File: src/rtl/data_mem_ctrl.sv
// Data-memory responder for the memory stage. Loads return after a fixed
// latency with forwarding from a small posted-store buffer; buffered stores
// drain into the single-port array whenever the port is not taken by a request.
module data_mem_ctrl #(
    parameter int unsigned AW       = 4,
    parameter int unsigned DW       = 32,
    parameter int unsigned RD_LAT   = 2,
    parameter int unsigned WB_DEPTH = 2
) (
    input  logic                            clk,
    input  logic                            rst,
    input  logic                            req_valid,
    output logic                            req_ready,
    input  logic                            req_we,
    input  logic [AW-1:0]                   req_addr,
    input  logic [DW-1:0]                   req_wdata,
    output logic                            rsp_valid,
    output logic [DW-1:0]                   rsp_data,
    output logic [AW-1:0]                   rsp_addr,
    output logic [$clog2(WB_DEPTH+1)-1:0]   wb_count,
    output logic                            init_done
);

    localparam int unsigned CW       = $clog2(WB_DEPTH + 1);
    localparam int unsigned PW       = (WB_DEPTH > 1) ? $clog2(WB_DEPTH) : 1;
    localparam int unsigned LW       = $clog2(RD_LAT + 1);
    localparam int unsigned NumWords = 1 << AW;

    typedef enum logic [1:0] {StInit, StIdle, StRdWait} state_e;

    // Control state and registered outputs
    state_e          state_q;
    logic [AW-1:0]   clr_cnt_q;
    logic [LW-1:0]   lat_q;
    logic [DW-1:0]   ld_data_q;
    logic [AW-1:0]   ld_addr_q;
    logic            rsp_valid_q;
    logic [DW-1:0]   rsp_data_q;
    logic [AW-1:0]   rsp_addr_q;
    logic            init_done_q;

    // Storage array
    logic [DW-1:0]   mem_q [NumWords];

    // Write buffer (circular FIFO)
    logic [AW-1:0]   wb_addr_q [WB_DEPTH];
    logic [DW-1:0]   wb_data_q [WB_DEPTH];
    logic [PW-1:0]   wb_head_q;
    logic [PW-1:0]   wb_tail_q;
    logic [CW-1:0]   wb_count_q;

    logic            wb_full;
    logic            handshake;
    logic            push;
    logic            load;
    logic            drain;
    logic            fwd_hit;
    logic [DW-1:0]   fwd_data;
    int              fwd_idx;
    logic [DW-1:0]   ld_data;
    logic            mem_we;
    logic [AW-1:0]   mem_waddr;
    logic [DW-1:0]   mem_wdata;

    assign wb_full   = (wb_count_q == CW'(WB_DEPTH));
    assign req_ready = (state_q == StIdle) && !wb_full;
    assign handshake = req_valid && req_ready;
    assign push      = handshake && req_we;
    assign load      = handshake && !req_we;
    // The port is owned by the request on a handshake cycle, so drain only otherwise.
    assign drain     = (state_q != StInit) && (wb_count_q != '0) && !handshake;

    assign rsp_valid = rsp_valid_q;
    assign rsp_data  = rsp_data_q;
    assign rsp_addr  = rsp_addr_q;
    assign wb_count  = wb_count_q;
    assign init_done = init_done_q;

    // Youngest buffered store to the load address wins: scan oldest to youngest.
    always_comb begin
        fwd_hit  = 1'b0;
        fwd_data = '0;
        fwd_idx  = 0;
        for (int i = 0; i < int'(WB_DEPTH); i++) begin
            fwd_idx = int'(wb_head_q) + i;
            if (fwd_idx >= int'(WB_DEPTH)) begin
                fwd_idx = fwd_idx - int'(WB_DEPTH);
            end
            if ((i < int'(wb_count_q)) && (wb_addr_q[fwd_idx[PW-1:0]] == req_addr)) begin
                fwd_hit  = 1'b1;
                fwd_data = wb_data_q[fwd_idx[PW-1:0]];
            end
        end
    end

    assign ld_data = fwd_hit ? fwd_data : mem_q[req_addr];

    // Array write port: clear sequence during INIT, buffer drain otherwise.
    always_comb begin
        mem_we    = 1'b0;
        mem_waddr = clr_cnt_q;
        mem_wdata = '0;
        if (rst) begin
            if (state_q == StInit) begin
                mem_we = 1'b1;
            end else if (drain) begin
                mem_we    = 1'b1;
                mem_waddr = wb_addr_q[wb_head_q];
                mem_wdata = wb_data_q[wb_head_q];
            end
        end
    end

    // Array storage, no reset: contents are cleared by the INIT sequence.
    always_ff @(posedge clk) begin
        if (mem_we) begin
            mem_q[mem_waddr] <= mem_wdata;
        end
    end

    // Write-buffer payload, written at the tail on a store push.
    always_ff @(posedge clk) begin
        if (push) begin
            wb_addr_q[wb_tail_q] <= req_addr;
            wb_data_q[wb_tail_q] <= req_wdata;
        end
    end

    // Write-buffer pointers and occupancy.
    always_ff @(posedge clk) begin
        if (!rst) begin
            wb_head_q  <= '0;
            wb_tail_q  <= '0;
            wb_count_q <= '0;
        end else if (push) begin
            wb_tail_q  <= (wb_tail_q == PW'(WB_DEPTH - 1)) ? '0 : wb_tail_q + PW'(1);
            wb_count_q <= wb_count_q + CW'(1);
        end else if (drain) begin
            wb_head_q  <= (wb_head_q == PW'(WB_DEPTH - 1)) ? '0 : wb_head_q + PW'(1);
            wb_count_q <= wb_count_q - CW'(1);
        end
    end

    // Control FSM: clear sequence, load accept, fixed-latency response.
    always_ff @(posedge clk) begin
        if (!rst) begin
            state_q     <= StInit;
            clr_cnt_q   <= '0;
            lat_q       <= '0;
            ld_data_q   <= '0;
            ld_addr_q   <= '0;
            rsp_valid_q <= 1'b0;
            rsp_data_q  <= '0;
            rsp_addr_q  <= '0;
            init_done_q <= 1'b0;
        end else begin
            rsp_valid_q <= 1'b0;
            unique case (state_q)
                StInit: begin
                    clr_cnt_q <= clr_cnt_q + AW'(1);
                    if (clr_cnt_q == '1) begin
                        init_done_q <= 1'b1;
                        state_q     <= StIdle;
                    end
                end
                StIdle: begin
                    if (load) begin
                        if (RD_LAT == 1) begin
                            rsp_valid_q <= 1'b1;
                            rsp_data_q  <= ld_data;
                            rsp_addr_q  <= req_addr;
                        end else begin
                            ld_data_q <= ld_data;
                            ld_addr_q <= req_addr;
                            lat_q     <= LW'(1);
                            state_q   <= StRdWait;
                        end
                    end
                end
                StRdWait: begin
                    if (lat_q == LW'(RD_LAT - 1)) begin
                        rsp_valid_q <= 1'b1;
                        rsp_data_q  <= ld_data_q;
                        rsp_addr_q  <= ld_addr_q;
                        state_q     <= StIdle;
                    end else begin
                        lat_q <= lat_q + LW'(1);
                    end
                end
                default: state_q <= StInit;
            endcase
        end
    end

endmodule

File: config.mk
export PLATFORM = sky130hd
export DESIGN_NAME = data_mem_ctrl
export DESIGN_NICKNAME = d
export VERILOG_FILES = /design/src/rtl/data_mem_ctrl.sv
export SDC_FILE = /design/constraint.sdc
export NUM_CORES = 1
export LEC_CHECK = 0
export ABC_AREA = 1
export CAP_MARGIN = 20
export CORE_ASPECT_RATIO = 0.8
export CORE_MARGIN = 4
export CORE_UTILIZATION = 69
export CTS_BUF_LIST = sky130_fd_sc_hd__clkbuf_8
export CTS_CLUSTER_SIZE = 25
export DETAILED_ROUTE_END_ITERATION = 7
export PLACE_DENSITY_LB_ADDON = 0.3
export SYNTH_ARGS = -nofsm -noshare
export SYNTH_HDL_FRONTEND = slang
export SYNTH_SLANG_ARGS = --single-unit
File: constraint.sdc
create_clock -name clk -period 6.3 [get_ports clk]
set_clock_uncertainty 0.2 [all_clocks]
set_input_delay 1.26 -clock clk [delete_from_list [all_inputs] [get_ports clk]]
set_output_delay 1.26 -clock clk [all_outputs]
set_load 0.03 [all_outputs]
# After elaboration in Yosys (flattened, before gate mapping)
# Memory sizes are Yosys's and may differ from the RTL's. A register that Yosys moved wholly into a read port is not among the register bits.
# Index checks and enable logic that the tools add are counted.
# Widths: inputs -> output; s select.
# word_totals
regBits	86
mem_count	3
out_inout_bits	41
ramBits	584
word_cells	99
# classes
eq_ne	11
n_reduce_logical	23
order_cmp	4
addsub	9
muxes	36
bitwise	1
# mem_list
memory	depth	width	read_ports	rd_clocked_by_memory_dff	wr	line_no	source
mem_q	16	32	1	0	1	43	logic [DW-1:0] mem_q [NumWords];
wb_data_q	2	32	3	1	1	47	logic [DW-1:0] wb_data_q [WB_DEPTH];
wb_addr_q	2	4	3	1	1	46	logic [AW-1:0] wb_addr_q [WB_DEPTH];
# ops
cell	n
$mux 32	6
$mux 1	18
$mux 2	7
$mux 4	3
$reduce_and 2->1	5
$eq 4x4->1	2
$logic_and 1x1->1	8
$reduce_bool 2->1	4
$ne 2x2->1 const B	3
$pmux 2 s3	1
$reduce_and 3->1	2
$add 2x1->2 const B	2
$add 4x1->4 const B	1
$eq 2x1->1 const B	2
$eq 2x2->1 const B	2
$eq 4x4->1 const B	1
$lt 1x2->1 const A	2
$pmux 2 s2	1
$logic_not 1->1	3
$add 1x1->1 const B	2
$add 1x1->2 const B	1
$ge 1x2->1 const B	1
$ge 2x2->1 const B	1
$logic_not 2->1	1
other kinds (4)	5

# Logic depth before layout (Yosys ltp)
# depth
depth_word	11
mapped_depth	14

# Least setup slack after synthesis
# OpenSTA, ideal clock, no wires.
# synth_path
kind	in2reg
start	input port req_valid
end	memory mem_q[10][0], enable pin
t_arrival_ns	3.437
required_time_ns	5.679
path_buffers	0
slack_ns	2.242
cell_stages	7
cell_sequence	nand2_1 -> nand3_2 -> nor2_4 -> inv_2 -> o21ai_1 -> nand3_1 -> nor2_1
# synth_between
elab_chain_cells	8
word_cells_on_any_way	11
# synth_lines
element	line_no	source
from (decl)	12	input logic req_valid,
$logic_and 1x1->1 *	67	assign handshake = req_valid && req_ready;
$logic_not 1->1 *	71	assign drain = (state_q != StInit) && (wb_count_q != '0) && !handshake;
$logic_and 1x1->1 *	71	
$mux 1	106	end else if (drain) begin
$mux 1	104	if (state_q == StInit) begin
$mux 1	103	if (rst) begin
$mux 1	116	if (mem_we) begin
$mux 1 (implied by the code)	117	mem_q[mem_waddr] <= mem_wdata;
to (decl)	43	
# Mark *: on every way between the ends. The rest lies on a longest branch, timed or not.

# Worst setup path in the final report
# layout_path
start	input port rst
end	memory mem_q[14][2], enable pin
# layout_between
elab_chain_cells	3
word_cells_on_any_way	4
# layout_lines
element	line_no	source
from (decl)	11	input logic rst,
$mux 1	103	
$mux 1	116	
$mux 1 (implied by the code)	117	
# Parallel ways exist; a longest one is shown, timed or not.

==> impl_metrics.yaml <==
run_status:
  status: "completed"
critical_path:
  r2r_cells: 12
  worst_setup_path_end_kind: "flop"
  path_cells: "clkdlybuf4s50_1, inv_2, nor2_4, inv_2, o21ai_1, inv_1, nand3_1, nor2_4, buf_4"
  slowest_delay_ns: 0.84
  critPathArrivalTime_ns: 4.69
  crit_required_ns: 6.48
  critical_path_class: "in -> reg"
  cp-start-kind: "input pin"
  critical_path.max_fanout: 34
  crit_slowest_cell: "nor2_4"
cells_and_area:
  area_growth_pct: 10.6
  drive_gt1_share_pct: 6.68
  fin_area_sq_um: 32100
  antenna_cells: 0
  fin_util_pct: 78.2
  layout.nets: 3096
route:
  ant_nets: 0
  wl_met1_um: 27200
  wl_per_cell_um: 20.1
  vias: 21786
  drc: 0
  detail_route.first_pass.iterations: 6
  via_per_inst: 5.93
  dr_wl_met3_um: 7560
  wl_met2_um: 35800
  top_layer: "met4"
  wirelength_um: 73900
  first_iter_violations: 3212
floorplan:
  die_x_um: 237
  core-area_sq_um: 41100
  ioPinCount: 81
  die_y_um: 192
  start_util_pct: 70.6
  rows: 66
  fp.dieArea_sq_um: 45500
logic_synthesis:
  netlist_top_cells_area: "edfxtp_1 (60%), nand2_1 (13%), nand3_1 (7.2%)"
  yosysWarnings: 0
  yosysTopAreaCell: "edfxtp_1"
  ys_seq_area_share_pct: 66.4
  syn-cell-area_sq_um: 29000
  synthesis.nets: 3031
  syn_avg_cell_area_sq_um: 9.73
  synth_cell_types: 28
  synth-seq-cells: 671
  netlist_instances: 2986
  synth_top_area_share_pct: 60.4
clocking:
  clock_path_buffers: 3
  cts_root_buf: "clkbuf_8"
  cts_htree_levels: 3
  cts.sinks: 671
  cts.clk_slew.worst_paths_ns: 0.06
  post_cts_buffers: 0
  cts_made_buffers: 96
  cts.repair.resized: 0
  hold_buffers: 0
  cts_tree: "yes"
  clock_latency_ns: 0.68
placement:
  gp_congestion: 0.868
  post_dp_cell_area_sq_um: 30200
  preCtsSetupSlack_ns: 1.20
  dp_hpwl_um: 43200
  port_buffers: 80
timing:
  setup_viol: 0
  fin_setup_tns_ns: 0
  maxSlewHeadroom_pct: 22.6
  fin_ws_ns: 1.79
  rsz0062_at_grt: "false"
  post-route-period-util_pct: 71.6
  worst_pin_slew_ns: 1.16
  drv_slew: 0
  hold_viol: 0
  period_minus_slack_ns: 4.51
  fmax_mhz: 222
global_route:
  gr-total-overflow: 0
  grt_pass1_vias: 21375
  grt_pass1_wl_um: 115000
  antenna_found_initial: 0
  grt_max_degree: 172
  grt_usage_pct: 32.4
pwr:
  power.density_nw_per_um2: 261
  ir_drop_v: 0.000212
  p_leak_nw: 13.2
min_path:
  hold_path.class: "reg -> reg"
  hold-path-cell-count: 2
job:
  drv_cap: 0
cell usage after synthesis:
cell type and number:
nor2_4 1, inv_4 1, buf_1 20, ha_1 5
o211a_1 1, edfxtp_1 584, o21a_1 3, dfxtp_1 87
o211ai_1 8, nor2_1 168, nor2_2 4, buf_4 8
o21ai_1 10, inv_2 6, o2111a_1 1, nand3_1 420
a21oi_1 82, clkbuf_1 71, buf_2 63, buf_6 7
nand2_1 970, nor3_1 5, o21ai_2 1, inv_1 357
xnor2_1 1, nand3_2 2, a211oi_1 2, o21ai_0 98
critical path, delay by kind of cell:
kind | cells | cell delay (ns)
compound gates | 1 | 0.22
buf+inv | 5 | 1.95
simple gates | 3 | 1.24
metrics by stage:
stage	instances	total power [mW]	hold WS (ns)
global route	3672	8.67	0.284
finish	3672	8.40	0.262
detailed placement	3486	5.37	0.255
floorplan	2986	5.21	0.243
global placement	3485	5.35	0.252
CTS	3661	8.40	0.265
worst paths after layout:
check,start,to,slack (ns)
worst max-delay path,rst,mem_q[14][2],1.79
worst min-delay path,rsp_data[8],rsp_data[8],0.26
worst max register to register,wb_count[0],mem_q[14][2],2.20
worst min register to register,rsp_data[8],rsp_data[8],0.26
cells in the final DEF, fill, tap and decap left out:
| cell type | n |
|---|---|
| ha_1 | 5 |
| buf_16 | 2 |
| inv_6 | 2 |
| inv_4 | 2 |
| nor3_1 | 5 |
| nand2_1 | 970 |
| o21ai_0 | 98 |
| buf_4 | 46 |
| o21ai_2 | 1 |
| dfxtp_1 | 85 |
| clkinvlp_4 | 2 |
| nor2_2 | 7 |
| o211ai_1 | 8 |
| a21oi_1 | 82 |
| dfxtp_2 | 2 |
| clkinv_2 | 6 |
| nand3_2 | 1 |
| o21a_1 | 3 |
| buf_2 | 2 |
| a211oi_1 | 2 |
| bufinv_16 | 1 |
| clkinv_1 | 26 |
| buf_12 | 8 |
| edfxtp_1 | 584 |
| nor2_4 | 19 |
| inv_1 | 395 |
| clkdlybuf4s50_1 | 76 |
| o2111a_1 | 1 |
| inv_2 | 6 |
| xnor2_1 | 1 |
| buf_6 | 2 |
| clkbuf_8 | 99 |
| nor2_1 | 147 |
| nand3_4 | 1 |
| o21ai_1 | 10 |
| o211a_1 | 1 |
| nand3_1 | 420 |
layout make-up:
class,instances,area (sq um)
Timing Repair Buffer,136,1350
Tap cell,544,681
Multi-Input combinational cell,1782,7750
Sequential cell,671,19300
Clock inverter,76,332
Clock buffer,99,1360
Inverter,364,1380
Fill cell,2501,8980
logic make-up after synthesis:
group | synth area share (%)
adder cells (fa/ha/maj) | 0.215
XOR/XNOR | 0.0302
AND/OR/NAND/NOR | 22.2
flip-flops | 66.4
buffers and inverters | 7.45
AO/OA/AOI/OAI | 3.71
per-layer routing:
layer | vias to the layer above | GRT usage (%)
li1 | 9900 | -
met4 | 0 | 15.2
met1 | 10330 | 42.7
met3 | 225 | 5.84
met2 | 1331 | 53.2
met5 | - | 0
report_power, final:
part | leakage [nW] | internal [mW] | switching, mW
combinational | 5.65 | 0.128 | 0.332
sequential | 6.57 | 4.82 | 0.0119
clock | 1.01 | 1.49 | 1.61
total | 13.2 | 6.44 | 1.96
state kept, by name (all words and copies together), names as in the netlist, 4 cells and up, named ones only:
register   count
rsp_data      32
ld_data_q     32
clr_cnt_q      4
ld_addr_q      4
wb_addr_q      8
wb_data_q     64
mem_q        512
rsp_addr       4
(Power assumes the default switching activity.)
